[config.mk]
export PLATFORM = sky130hd
export DESIGN_NAME = kstep_spi_controller
export DESIGN_NICKNAME = d
export VERILOG_FILES = /design/src/rtl/kstep_spi_controller.sv
export SDC_FILE = /design/constraint.sdc
export NUM_CORES = 1
export LEC_CHECK = 0
export BUFFER_PORTS_ARGS = -buffer_cell sky130_fd_sc_hd__buf_2
export CAP_MARGIN = 25
export CORE_MARGIN = 10
export CORE_UTILIZATION = 60
export CTS_BUF_LIST = sky130_fd_sc_hd__clkbuf_4
export CTS_CLUSTER_SIZE = 10
export DETAILED_ROUTE_END_ITERATION = 16
export PLACE_DENSITY = 0.94
export SLEW_MARGIN = 20
export SYNTH_ARGS = -nofsm -noshare
export SYNTH_HDL_FRONTEND = slang
export SYNTH_SLANG_ARGS = --single-unit
[constraint.sdc]
create_clock -name clk -period 4.5 [get_ports clk]
set_input_delay 0.9 -clock clk [delete_from_list [all_inputs] [get_ports clk]]
set_output_delay 0.9 -clock clk [all_outputs]
set_load 0.02 [all_outputs]
[src/rtl/kstep_spi_controller.sv]
// SPI mode-0 master, MSB first, 8-bit words. Multi-byte transactions keep spi_cs
// low between bytes until a byte tagged last has been shifted out.
module kstep_spi_controller #(
    parameter int CLK_DIV  = 4,
    parameter int CS_SETUP = 2,
    parameter int CS_HOLD  = 2
) (
    input  logic       clk,
    input  logic       rst,
    input  logic [7:0] tx_data,
    input  logic       tx_last,
    input  logic       tx_valid,
    output logic       tx_ready,
    output logic [7:0] rx_data,
    output logic       rx_valid,
    output logic       busy,
    output logic       spi_cs,
    output logic       spi_sclk,
    output logic       spi_mosi,
    input  logic       spi_miso
);

    localparam int MAX_AB  = (CLK_DIV > CS_SETUP) ? CLK_DIV : CS_SETUP;
    localparam int MAX_CNT = (MAX_AB > CS_HOLD) ? MAX_AB : CS_HOLD;
    localparam int CNT_W   = (MAX_CNT > 1) ? $clog2(MAX_CNT) : 1;

    localparam logic [CNT_W-1:0] CNT_ZERO   = {CNT_W{1'b0}};
    localparam logic [CNT_W-1:0] CNT_ONE    = CNT_W'(1);
    localparam logic [CNT_W-1:0] DIV_LAST   = CNT_W'(CLK_DIV - 1);
    localparam logic [CNT_W-1:0] SETUP_LAST = CNT_W'(CS_SETUP - 1);
    localparam logic [CNT_W-1:0] HOLD_LAST  = CNT_W'(CS_HOLD - 1);

    typedef enum logic [2:0] {
        ST_IDLE  = 3'd0,
        ST_SETUP = 3'd1,
        ST_XFER  = 3'd2,
        ST_NEXT  = 3'd3,
        ST_HOLD  = 3'd4
    } state_t;

    state_t           state_r, state_s;
    logic [CNT_W-1:0] cnt_r, cnt_s;
    logic [2:0]       bit_r, bit_s;
    logic             high_r, high_s;
    // bit 7 of the byte goes straight to spi_mosi on load, so only 7 bits are kept
    logic [6:0]       tx_sh_r, tx_sh_s;
    logic             last_r, last_s;
    logic [6:0]       rx_sh_r, rx_sh_s;
    logic [7:0]       rx_data_r, rx_data_s;
    logic             rx_valid_r, rx_valid_s;
    logic             ready_r, ready_s;
    logic             busy_r, busy_s;
    logic             cs_r, cs_s;
    logic             sclk_r, sclk_s;
    logic             mosi_r, mosi_s;

    assign tx_ready = ready_r;
    assign rx_data  = rx_data_r;
    assign rx_valid = rx_valid_r;
    assign busy     = busy_r;
    assign spi_cs   = cs_r;
    assign spi_sclk = sclk_r;
    assign spi_mosi = mosi_r;

    // Next-state and next-output logic; every output is a register loaded from here.
    always_comb begin
        state_s    = state_r;
        cnt_s      = cnt_r;
        bit_s      = bit_r;
        high_s     = high_r;
        tx_sh_s    = tx_sh_r;
        last_s     = last_r;
        rx_sh_s    = rx_sh_r;
        rx_data_s  = rx_data_r;
        rx_valid_s = 1'b0;
        sclk_s     = sclk_r;
        mosi_s     = mosi_r;

        case (state_r)
            ST_IDLE: begin
                if (tx_valid) begin
                    state_s = ST_SETUP;
                    cnt_s   = CNT_ZERO;
                    tx_sh_s = tx_data[6:0];
                    last_s  = tx_last;
                    mosi_s  = tx_data[7];
                end else begin
                    state_s = ST_IDLE;
                end
            end
            ST_SETUP: begin
                if (cnt_r == SETUP_LAST) begin
                    state_s = ST_XFER;
                    cnt_s   = CNT_ZERO;
                    high_s  = 1'b0;
                    bit_s   = 3'd0;
                end else begin
                    cnt_s = cnt_r + CNT_ONE;
                end
            end
            ST_XFER: begin
                if (cnt_r != DIV_LAST) begin
                    cnt_s = cnt_r + CNT_ONE;
                end else if (!high_r) begin
                    cnt_s  = CNT_ZERO;
                    high_s = 1'b1;
                    sclk_s = 1'b1;
                end else begin
                    // last cycle of the high phase: MISO is taken as late as possible
                    cnt_s   = CNT_ZERO;
                    high_s  = 1'b0;
                    sclk_s  = 1'b0;
                    rx_sh_s = {rx_sh_r[5:0], spi_miso};
                    if (bit_r == 3'd7) begin
                        rx_valid_s = 1'b1;
                        rx_data_s  = {rx_sh_r, spi_miso};
                        if (last_r) begin
                            state_s = ST_HOLD;
                        end else begin
                            state_s = ST_NEXT;
                        end
                    end else begin
                        bit_s   = bit_r + 3'd1;
                        mosi_s  = tx_sh_r[6];
                        tx_sh_s = {tx_sh_r[5:0], 1'b0};
                    end
                end
            end
            ST_NEXT: begin
                if (tx_valid) begin
                    state_s = ST_XFER;
                    cnt_s   = CNT_ZERO;
                    high_s  = 1'b0;
                    bit_s   = 3'd0;
                    tx_sh_s = tx_data[6:0];
                    last_s  = tx_last;
                    mosi_s  = tx_data[7];
                end else begin
                    state_s = ST_NEXT;
                end
            end
            ST_HOLD: begin
                if (cnt_r == HOLD_LAST) begin
                    state_s = ST_IDLE;
                    cnt_s   = CNT_ZERO;
                end else begin
                    cnt_s = cnt_r + CNT_ONE;
                end
            end
            default: begin
                state_s = ST_IDLE;
                cnt_s   = CNT_ZERO;
                sclk_s  = 1'b0;
            end
        endcase

        cs_s    = (state_s == ST_IDLE);
        ready_s = (state_s == ST_IDLE) || (state_s == ST_NEXT);
        busy_s  = (state_s != ST_IDLE);
    end

    // State, datapath and output registers with synchronous reset.
    always_ff @(posedge clk) begin
        if (rst) begin
            state_r    <= ST_IDLE;
            cnt_r      <= CNT_ZERO;
            bit_r      <= 3'd0;
            high_r     <= 1'b0;
            tx_sh_r    <= 7'd0;
            last_r     <= 1'b0;
            rx_sh_r    <= 7'd0;
            rx_data_r  <= 8'h00;
            rx_valid_r <= 1'b0;
            ready_r    <= 1'b1;
            busy_r     <= 1'b0;
            cs_r       <= 1'b1;
            sclk_r     <= 1'b0;
            mosi_r     <= 1'b0;
        end else begin
            state_r    <= state_s;
            cnt_r      <= cnt_s;
            bit_r      <= bit_s;
            high_r     <= high_s;
            tx_sh_r    <= tx_sh_s;
            last_r     <= last_s;
            rx_sh_r    <= rx_sh_s;
            rx_data_r  <= rx_data_s;
            rx_valid_r <= rx_valid_s;
            ready_r    <= ready_s;
            busy_r     <= busy_s;
            cs_r       <= cs_s;
            sclk_r     <= sclk_s;
            mosi_r     <= mosi_s;
        end
    end

endmodule

==> impl_metrics.yaml <==
run_status:
  status: "completed"
synthesis:
  synth_fp_nets: 199
  post-synth-top-area-cell: "dfxtp_1"
  ys_seq_elements: 38
  syn-cell-area_sq_um: 1760
  yosysUniqueCellTypes: 40
  synth.top_cells.by_count: "dfxtp_1, nor2_1, mux2i_1"
  synth_edf_count: 0
  yosys_warnings: 0
  seq_area_frac_synth_pct: 43.2
  synth_cells: 181
  synth_top_area_share_pct: 43.2
  synthTopCellsByArea: "dfxtp_1, mux2i_1, nor2_1"
  synth_most_common_cell: "dfxtp_1"
  synth_area_per_cell_sq_um: 9.73
  ys_async_sr_fraction_pct: 0
  ys.flop_type: "dfxtp_1"
layout:
  seqCellArea_sq_um: 761
  final_cells: 235
  multiInputGateArea_sq_um: 916
  layout-drive-gt1-share_pct: 22.5
  synthToLayoutAreaGrowth_pct: 10.1
  utilization_pct: 69.7
  n_fill_cell: 232
  layout.nets: 222
  num_antenna_cells: 0
clocking:
  post_cts_resized: 0
  cts_root_buf: "clkbuf_4"
  clock_sinks: 38
  cts_tree: "done"
  ctsHoldBuffers: 0
  clk_latency_ps: 350
  htreeDepth: 2
  cts_buffers: 5
  cts_setup_buffers: 0
  clkTransAtPathRegs_ps: 100
  cts_buffer_depth: 2
floorplan:
  dieArea_sq_um: 5500
  io_pins: 27
  placement_rows: 19
  initial_utilization_pct: 63.3
  die_h_um: 74.2
  core_sq_um: 2780
  die_w_um: 74.2
placed_design:
  gp_congestion: 0.852
  dp_cells: 228
  port_buffers: 26
  dpl.hpwl_um: 2440
critical_path:
  crit_path_start_kind: "register"
  cp-end-kind: "register"
  cp_num_buf_inv: 0
  critical_path_depth: 4
  worstReg2RegEnd: "state_r[0]$_SDFF_PP0_"
  critical_path.cell_chain: "nor3b_4 -> nand4_1 -> o32a_1 -> a211oi_1"
  r2r_setup_slack_ps: 2210
  slowest_delay_ps: 620
  cp_max_fo: 14
  crit_family: "simple AND/OR/NAND/NOR gates"
  cp_data_arrival_time_ps: 2560
  crit_start: "state_r[1]$_SDFF_PP0_"
  worstSetupEndpoint: "state_r[0]$_SDFF_PP0_"
  reg2reg_depth: 4
  critPathKind: "reg2reg"
  critPathSlowestCell: "nand4_1"
  reg2reg_from: "state_r[1]$_SDFF_PP0_"
  cp.required_ps: 4760
power_and_ir_drop:
  seqPwrFrac_pct: 59.1
  ir_worst_vdd_v: 0.000263
  power_density_nw_per_um2: 314
  p_sw_w: 0.000166
  p_int_w: 0.000441
  p_comb_share_pct: 13.4
  swShare_pct: 27.4
  p_leak_nw: 0.908
  clkPwrFrac_pct: 27.4
global_routing:
  grt_pass1_wl_um: 5630
  grt_pass1_vias: 1267
  grt_usage_pct: 12.8
  grt_overflow_total: 0
  grt_max_degree: 37
  antenna_found_initial: 0
timing:
  max_freq_mhz: 436
  tns_ps: 0
  period_needed_ps: 2290
  finalSetupViolations: 0
  skew_ps: 7.41
  rsz0062_at_grt: "false"
  hold_ws_ps: 487
  final_max_slew_viol_count: 0
  maxSlewHeadroom_pct: 53.9
  post-route-period-util_pct: 51.0
  tightest_slew_ps: 690
  final-hold-violation-count: 0
detailed_routing:
  drc: 0
  dr.pass1.iters: 4
  ant_nets: 0
  vias_per_cell: 5.67
  drt-wirelength-per-cell_um: 14.2
  dr_total_vias: 1332
  drt-total-wl_um: 3350
  drtIter0Drc: 80
hold_path:
  holdCritPathClass: "reg2reg"
flow_run:
  max_cap_violations: 0
[flip-flops by register name, indices dropped and copies added, names as in the netlist, 2 cells and up]
name / count
tx_sh_r: 7
state_r: 3
cnt_r: 2
rx_sh_r: 7
rx_data: 8
bit_r: 3
[worst min path at each step]
stage                     startpoint                     to  slack, ps  cells after the start
3_5_place_dp   bit_r[1]$_SDFFE_PP0P_  bit_r[1]$_SDFFE_PP0P_        470                      2
5_1_grt        bit_r[1]$_SDFFE_PP0P_  bit_r[1]$_SDFFE_PP0P_        520                      2
6_report       bit_r[1]$_SDFFE_PP0P_  bit_r[1]$_SDFFE_PP0P_        490                      2
3_3_place_gp   bit_r[1]$_SDFFE_PP0P_  bit_r[1]$_SDFFE_PP0P_        450                      2
2_1_floorplan  bit_r[1]$_SDFFE_PP0P_  bit_r[1]$_SDFFE_PP0P_        440                      2
4_1_cts        bit_r[1]$_SDFFE_PP0P_  bit_r[1]$_SDFFE_PP0P_        490                      2
[cell usage in the layout (no fill, tap or decap), drive strengths merged, types with 2 or more instances in the layout]
cell type | synthesis | routed
o32a | 2 | 2
nor4b | 2 | 2
mux2i | 24 | 24
nor2 | 31 | 31
nor3b | 2 | 2
a211oi | 4 | 4
and3b | 2 | 2
clkinv | 0 | 2
nand2 | 7 | 7
nor3 | 2 | 2
a221oi | 7 | 7
nand4 | 2 | 2
nor2b | 2 | 2
nand2b | 2 | 2
nand3b | 2 | 2
ha | 5 | 5
buf | 5 | 27
inv | 10 | 10
dfxtp | 38 | 38
o32ai | 2 | 2
clkbuf | 6 | 5
a21oi | 9 | 9
[layout make-up]
cell class / instances / share of cell area (%)
Timing Repair Buffer: 27 / 7.10
Sequential cell: 38 / 39.3
Tap cell: 31 / 2.00
Inverter: 10 / 1.94
Multi-Input combinational cell: 122 / 47.3
Clock inverter: 2 / 0.516
Clock buffer: 5 / 1.94
[layer usage]
metal / track usage (%) / part of all wire [%] / vias to the layer above
met3: 6.12 / 7.8 / 9
met5: 0 / 0 / -
li1: - / - / 689
met2: 19.9 / 46 / 35
met1: 15.0 / 44 / 599
met4: 4.97 / 2.0 / 0
[power groups by stage]
stage / combinational (W) / sequential, W / clock, W
5_1_grt: 0.0000912 / 0.000361 / 0.000184
4_1_cts: 0.0000826 / 0.000359 / 0.000170
2_1_floorplan: 0.0000618 / 0.000367 / 0
3_5_place_dp: 0.0000823 / 0.000367 / 0
6_report: 0.0000815 / 0.000359 / 0.000167
3_3_place_gp: 0.0000808 / 0.000366 / 0
[per-stage QoR]
stage	total power, W	cell area (sq um)	worst slack [ps]
final	0.000608	1940	2210
after global routing	0.000637	1940	2010
after CTS	0.000612	1940	2200
after detailed placement	0.000449	1890	2230
after global placement	0.000447	1890	2340
after floorplan	0.000429	1760	2750
[logic make-up (layout without fill, tap and decap cells)]
logic type	Yosys count	count (layout)	share of synthesized area, %
compound gates	34	34	16.7
xor+xnor	1	1	0.498
fa+ha+maj	5	5	3.55
buf+inv	21	44	4.76
flops	38	38	43.2
mux	24	24	13.6
simple gates	58	58	17.6
[worst reg2reg max path: stages, from the launching register on]
cell      delay (ps)
dfxtp_1          580
nor3b_4          440
nand4_1          620
o32a_1           360
a211oi_1         210
(Power assumes the default switching activity.)
